## config.mk

```make
export PLATFORM = sky130hd
export DESIGN_NAME = pipe_stage_reg
export DESIGN_NICKNAME = d
export VERILOG_FILES = /design/src/rtl/pipe_pkg.sv /design/src/rtl/pipe_payload_reg.sv /design/src/rtl/pipe_stage_reg.sv
export SDC_FILE = /design/constraint.sdc
export NUM_CORES = 1
export LEC_CHECK = 0
export CORE_AREA = 2 2 100 102
export CTS_CLUSTER_DIAMETER = 120
export DETAILED_ROUTE_END_ITERATION = 10
export DIE_AREA = 0 0 102 104
export GPL_TIMING_DRIVEN = 0
export PLACE_DENSITY = 0.86
export REMOVE_ABC_BUFFERS = 1
export SLEW_MARGIN = 20
export SYNTH_ARGS = -nofsm -noshare
export SYNTH_HDL_FRONTEND = slang
export SYNTH_HIERARCHICAL = 1
export SYNTH_SLANG_ARGS = --single-unit
```

## constraint.sdc

```tcl
create_clock -name clk_i -period 2.83 [get_ports clk_i]
set_input_delay 0.4245 -clock clk_i [delete_from_list [all_inputs] [get_ports clk_i]]
set_output_delay 0.4245 -clock clk_i [all_outputs]
set_load 0.005 [all_outputs]
```

## src/rtl/pipe_pkg.sv

```systemverilog
// Shared definitions for the pipeline stage register: mem-field bit indices
// and the skid-buffer state encoding.
package pipe_pkg;

  localparam int unsigned MEM_W      = 2;
  localparam int unsigned MEM_WR_BIT = 1;
  localparam int unsigned MEM_RD_BIT = 0;

  typedef enum logic [1:0] {
    EMPTY = 2'd0,
    FULL  = 2'd1,
    SKID  = 2'd2
  } skid_state_e;

endpackage

```

## src/rtl/pipe_payload_reg.sv

```systemverilog
// Single enable-loaded payload entry; clears to zero on reset.
module pipe_payload_reg #(
  parameter int unsigned W = 8
) (
  input  logic         clk_i,
  input  logic         rst_i,
  input  logic         en_i,
  input  logic [W-1:0] d_i,
  output logic [W-1:0] q_o
);

  logic [W-1:0] data_q;
  logic [W-1:0] data_d;

  always_comb begin
    data_d = data_q;
    if (en_i) begin
      data_d = d_i;
    end
  end

  always_ff @(posedge clk_i or posedge rst_i) begin
    if (rst_i) begin
      data_q <= '0;
    end else begin
      data_q <= data_d;
    end
  end

  assign q_o = data_q;

endmodule

```

## src/rtl/pipe_stage_reg.sv

```systemverilog
// Valid/ready pipeline stage register with stall, flush and a saturating
// back-pressure counter. Define PIPE_STAGE_SKID_EN for a two-entry skid buffer.
module pipe_stage_reg
  import pipe_pkg::*;
#(
  parameter int unsigned DATA_W = 32,
  parameter int unsigned RD_W   = 5,
  parameter int unsigned WB_W   = 2,
  parameter int unsigned CNT_W  = 16
) (
  input  logic              clk_i,
  input  logic              rst_i,
  input  logic              valid_i,
  input  logic              stall_i,
  input  logic              flush_i,
  input  logic [WB_W-1:0]   wb_i,
  input  logic [MEM_W-1:0]  mem_i,
  input  logic [DATA_W-1:0] alu_i,
  input  logic [DATA_W-1:0] wdata_i,
  input  logic [RD_W-1:0]   rd_i,
  output logic              ready_o,
  input  logic              ready_i,
  output logic              valid_o,
  output logic [WB_W-1:0]   wb_o,
  output logic              mem_write_o,
  output logic              mem_read_o,
  output logic [DATA_W-1:0] alu_o,
  output logic [DATA_W-1:0] wdata_o,
  output logic [RD_W-1:0]   rd_o,
  output logic [CNT_W-1:0]  bp_cnt_o
);

  // Payload layout, LSB first: rd, wdata, alu, mem, wb
  localparam int unsigned WD_LSB  = RD_W;
  localparam int unsigned ALU_LSB = RD_W + DATA_W;
  localparam int unsigned MEM_LSB = RD_W + 2 * DATA_W;
  localparam int unsigned WB_LSB  = MEM_LSB + MEM_W;
  localparam int unsigned PAY_W   = WB_LSB + WB_W;

  logic             accept;
  logic             pop;
  logic             out_valid;
  logic             main_en;
  logic [PAY_W-1:0] pay_in;
  logic [PAY_W-1:0] main_d_pay;
  logic [PAY_W-1:0] main_pay;
  logic [CNT_W-1:0] bp_cnt_q;
  logic [CNT_W-1:0] bp_cnt_d;

  assign pay_in = {wb_i, mem_i, alu_i, wdata_i, rd_i};
  assign accept = valid_i & ready_o & ~stall_i & ~flush_i;
  assign pop    = out_valid & ready_i;

`ifdef PIPE_STAGE_SKID_EN
  skid_state_e      state_q;
  skid_state_e      state_d;
  logic             ready_q;
  logic             skid_en;
  logic             main_from_skid;
  logic [PAY_W-1:0] skid_pay;

  // ready_o is registered: it reflects whether the skid slot is free
  always_ff @(posedge clk_i or posedge rst_i) begin
    if (rst_i) begin
      state_q <= EMPTY;
      ready_q <= 1'b1;
    end else begin
      state_q <= state_d;
      ready_q <= (state_d != SKID);
    end
  end

  always_comb begin
    state_d = state_q;
    if (flush_i) begin
      state_d = EMPTY;
    end else begin
      case (state_q)
        EMPTY: if (accept) state_d = FULL;
        FULL: begin
          if (accept && !pop) begin
            state_d = SKID;
          end else if (pop && !accept) begin
            state_d = EMPTY;
          end
        end
        SKID:    if (pop) state_d = FULL;
        default: state_d = EMPTY;
      endcase
    end
  end

  // Load enables; the skid entry advances to the outputs when the head pops
  always_comb begin
    main_en        = 1'b0;
    skid_en        = 1'b0;
    main_from_skid = 1'b0;
    if (!flush_i) begin
      case (state_q)
        EMPTY: main_en = accept;
        FULL: begin
          main_en = accept & pop;
          skid_en = accept & ~pop;
        end
        SKID: begin
          main_en        = pop;
          main_from_skid = 1'b1;
        end
        default: main_en = 1'b0;
      endcase
    end
  end

  pipe_payload_reg #(
    .W(PAY_W)
  ) u_skid (
    .clk_i (clk_i),
    .rst_i (rst_i),
    .en_i  (skid_en),
    .d_i   (pay_in),
    .q_o   (skid_pay)
  );

  assign main_d_pay = main_from_skid ? skid_pay : pay_in;
  assign out_valid  = (state_q != EMPTY);
  assign ready_o    = ready_q;
`else
  logic valid_q;
  logic valid_d;

  always_comb begin
    valid_d = valid_q;
    if (flush_i) begin
      valid_d = 1'b0;
    end else if (accept) begin
      valid_d = 1'b1;
    end else if (pop) begin
      valid_d = 1'b0;
    end
  end

  always_ff @(posedge clk_i or posedge rst_i) begin
    if (rst_i) begin
      valid_q <= 1'b0;
    end else begin
      valid_q <= valid_d;
    end
  end

  assign main_en    = accept;
  assign main_d_pay = pay_in;
  assign out_valid  = valid_q;
  assign ready_o    = ~valid_q | ready_i;
`endif

  pipe_payload_reg #(
    .W(PAY_W)
  ) u_main (
    .clk_i (clk_i),
    .rst_i (rst_i),
    .en_i  (main_en),
    .d_i   (main_d_pay),
    .q_o   (main_pay)
  );

  // Saturating stall-cycle counter; only reset clears it
  always_comb begin
    bp_cnt_d = bp_cnt_q;
    if (out_valid && !ready_i && !(&bp_cnt_q)) begin
      bp_cnt_d = bp_cnt_q + CNT_W'(1);
    end
  end

  always_ff @(posedge clk_i or posedge rst_i) begin
    if (rst_i) begin
      bp_cnt_q <= '0;
    end else begin
      bp_cnt_q <= bp_cnt_d;
    end
  end

  assign valid_o     = out_valid;
  assign wb_o        = out_valid ? main_pay[WB_LSB +: WB_W] : '0;
  assign mem_write_o = out_valid & main_pay[MEM_LSB + MEM_WR_BIT];
  assign mem_read_o  = out_valid & main_pay[MEM_LSB + MEM_RD_BIT];
  assign alu_o       = main_pay[ALU_LSB +: DATA_W];
  assign wdata_o     = main_pay[WD_LSB +: DATA_W];
  assign rd_o        = main_pay[0 +: RD_W];
  assign bp_cnt_o    = bp_cnt_q;

endmodule

```

==> results.sh, run 1 <==
export IMPL_status="finished clean"
export IMPL_num_nets_final=501
export IMPL_port_buffers=169
export IMPL_io_pins=170
export IMPL_syn_to_final_growth_pct=50.2
export IMPL_grt_use_total_pct=18.3
export IMPL_arrival_ns=3.02
export IMPL_postSynthAreaPerCell_um2=16.5
export IMPL_cts_tree="done"
export IMPL_vdd_drop_max_uv=285
export IMPL_p_per_area_nw_per_um2=600
export IMPL_routabilityCongestion=0.786
export IMPL_final_max_slew_viol_count=0
export IMPL_fin_cells=559
export IMPL_clock_latency_ns=0.36
export IMPL_seq_area_frac_synth_pct=57.1
export IMPL_setup_viol=0
export IMPL_finish_utilization_pct=62.1
export IMPL_fin_skew_ns=0.00933
export IMPL_dpl_cell_count=543
export IMPL_row_count=36
export IMPL_endpoint_kind="register"
export IMPL_power_total_w=0.00356
export IMPL_vias_per_cell=4.72
export IMPL_cts_buffer_depth=2
export IMPL_cp_max_fo=8
export IMPL_antenna_found_initial=0
export IMPL_cts_setup_buffers=0
export IMPL_grt_pass1_vias=2849
export IMPL_clock_fmax_ghz=0.359
export IMPL_critPathLaunchType="input pin"
export IMPL_top_layer="met4"
export IMPL_grt_max_degree=57
export IMPL_cts_sinks=90
export IMPL_wl_per_cell_um=16.9
export IMPL_rsz0062_at_grt="false"
export IMPL_regArea_um2=2250
export IMPL_fin_crit_sh_pct=98.3
export IMPL_grt_pass1_wl_um=15000
export IMPL_maxSlewHeadroom_pct=57.1
export IMPL_htreeDepth=3
export IMPL_remaining_drc_errors=0
export IMPL_antenna_left=0
export IMPL_worstPathRequired_ns=3.07
export IMPL_path_common_cell="buf_4"
export IMPL_min_period_ns=2.78
export IMPL_start_util_pct=41.3
export IMPL_die_area_um2=10600
export IMPL_cts_root_buf="clkbuf_8"
export IMPL_yosysUniqueCellTypes=26
export IMPL_die_w_um=102
export IMPL_fillers=746
export IMPL_hold_class="input pin to asynchronous set/reset pin"
export IMPL_dp_hpwl_um=7130
export IMPL_crit_slowest_cell="nor3_2"
export IMPL_slowest_delay_ns=0.47
export IMPL_drtPass1Iterations=4
export IMPL_drt_wl_total_um=9450
export IMPL_yosys_register_bits=90
export IMPL_worst_slew_pin_slew_ns=0.643
export IMPL_wl_met1_um=3820
export IMPL_ys_warnings_count=6
export IMPL_cts_resized=0
export IMPL_criticalPathCategory="input pin to register"
export IMPL_crit_buf_inv=6
export IMPL_cpLargestDelayFamily="buffers and inverters"
export IMPL_grt_ovfl_total=0
export IMPL_fp_dieH_um=104
export IMPL_p_leak_nw=2.54
export IMPL_vias=2640
export IMPL_hold_buffers=0
export IMPL_drive_gt1_share_pct=25.6
export IMPL_diodes=0
export IMPL_clk_pin_slew_ns=0.10
export IMPL_drv_cap=0
export IMPL_drtIter0Drc=90
export IMPL_fin_tns_setup_ns=0
export IMPL_multi_input_area_um2=1510
export IMPL_core_um2=9550
export IMPL_hold_viol=0
export IMPL_dr_wl_met2_um=4710
export IMPL_synth_area_um2=3950
export IMPL_path_cells="clkdlybuf4s50_1 > and2b_1 > nor3_2 > buf_4 > buf_4 > buf_4 > buf_6 > buf_4 > mux2_4"
export IMPL_numCtsBuffers=9
export IMPL_wl_met3_um=744
export IMPL_syn_inst=239
==> synth_stat cells, drive strengths merged <==
cell type | n | area [µm²]
ha | 1 | 12.5
nor3 | 4 | 20.0
inv | 4 | 15.0
nand2 | 4 | 15.0
nor4 | 2 | 12.5
nand2b | 2 | 12.5
nand3 | 7 | 35.0
a21oi | 1 | 5.00
o21a | 1 | 7.51
and3 | 2 | 12.5
and2 | 5 | 32.5
nor2 | 3 | 11.3
dfrtp | 90 | 2250
xor2 | 1 | 8.76
mux2 | 74 | 1100
and2b | 1 | 7.51
buf | 10 | 174
nand4 | 11 | 75.1
and4 | 1 | 10.0
xnor2 | 13 | 114
or4 | 1 | 11.3
or3 | 1 | 7.51
==> power breakdown <==
group          switching [W]  total [W]  internal [W]
combinational       0.000286    0.00108      0.000798
clock               0.000461   0.000784      0.000323
sequential          0.000161    0.00169       0.00153
==> final cells by class <==
| type | instances | share of cell area (%) |
|---|---|---|
| clock inverters | 7 | 0.907 |
| clock buffers | 9 | 2.09 |
| repair buffers | 181 | 30.4 |
| inverters | 4 | 0.295 |
| multi-input cells | 135 | 25.5 |
| flip-flops and latches | 90 | 38.0 |
| well taps | 133 | 2.81 |
==> per-stage QoR <==
step                hold slack (ns)  area [µm²]  setup WS (ns)
CTS                           0.360        5930         0.0705
floorplan                     0.351        3770          -6.73
detailed placement            0.492        5750         -0.323
finish                        0.375        5930         0.0469
global placement              0.485        5630          -9.57
global route                  0.362        5930        0.00801
==> state kept, by name, summed over array words and instances, names as in the netlist <==
signal / count
bp_cnt_o: 16
u_main/q_o: 73
valid_o: 1
==> final timing paths <==
kind	start	to	slack, ns	cells past startpoint
worst max-delay path	ready_i	u_main/q_o[60]	0.05	9
worst min-delay path	rst_i	u_main/q_o[11]	0.37	2
worst max register to register	valid_o	u_main/q_o[60]	0.14	8
worst min register to register	u_main/q_o[72]	u_main/q_o[72]	0.51	1
max in group asynchronous	rst_i	bp_cnt_o[9]	1.87	2
min in group clk_i	u_main/q_o[72]	u_main/q_o[72]	0.51	1
==> cell families (layout without fill, tap and decap cells) <==
group           count (synthesis)  count (layout)  synth area share (%)
fa+ha+maj                       1               1                 0.317
compound gates                  2               2                 0.317
mux                            74              74                  27.8
xor+xnor                       14              14                  3.11
buf+inv                        14             201                  4.79
flops                          90              90                  57.1
simple gates                   44              44                  6.66
==> cell usage in the layout, fill, tap and decap left out, drive strengths merged <==
cell type      netlist  layout
dfrtp               90      90
buf                 10      12
nor4                 2       2
clkinv               0       3
nand4               11      11
and4                 1       1
and3                 2       2
nand2b               2       2
and2                 5       5
nand3                7       7
clkinvlp             0       3
clkdlybuf4s50        0     169
or4                  1       1
nand2                4       4
ha                   1       1
xor2                 1       1
inv                  4       5
a21oi                1       1
xnor2               13      13
clkbuf               0       9
or3                  1       1
o21a                 1       1
mux2                74      74
and2b                1       1
nor2                 3       3
nor3                 4       4
==> metal layers <==
layer  global-route usage, %  vias to the layer above
met5                       0                        -
met3                    5.78                       15
li1                        -                     1206
met2                    30.3                      109
met4                    6.48                        0
met1                    22.3                     1310
(Power assumes the default switching activity.)
==> run 2: changes to the inputs <==
Clock period 2.83 ns to 3 ns, I/O delays scaled along.
==> results of run 2 <==
Same layout as run 1 (identical final DEF). Status: finished clean.
Among the figures that moved: setup slack after placement -0.323 ns -> -0.179 ns; setup slack after layout 0.0469 ns -> 0.191 ns; hold slack 0.375 ns -> 0.400 ns; register-to-register setup slack 0.14 ns -> 0.31 ns; total power 0.00356 W -> 0.00336 W; worst IR drop on VDD 285 µV -> 269 µV
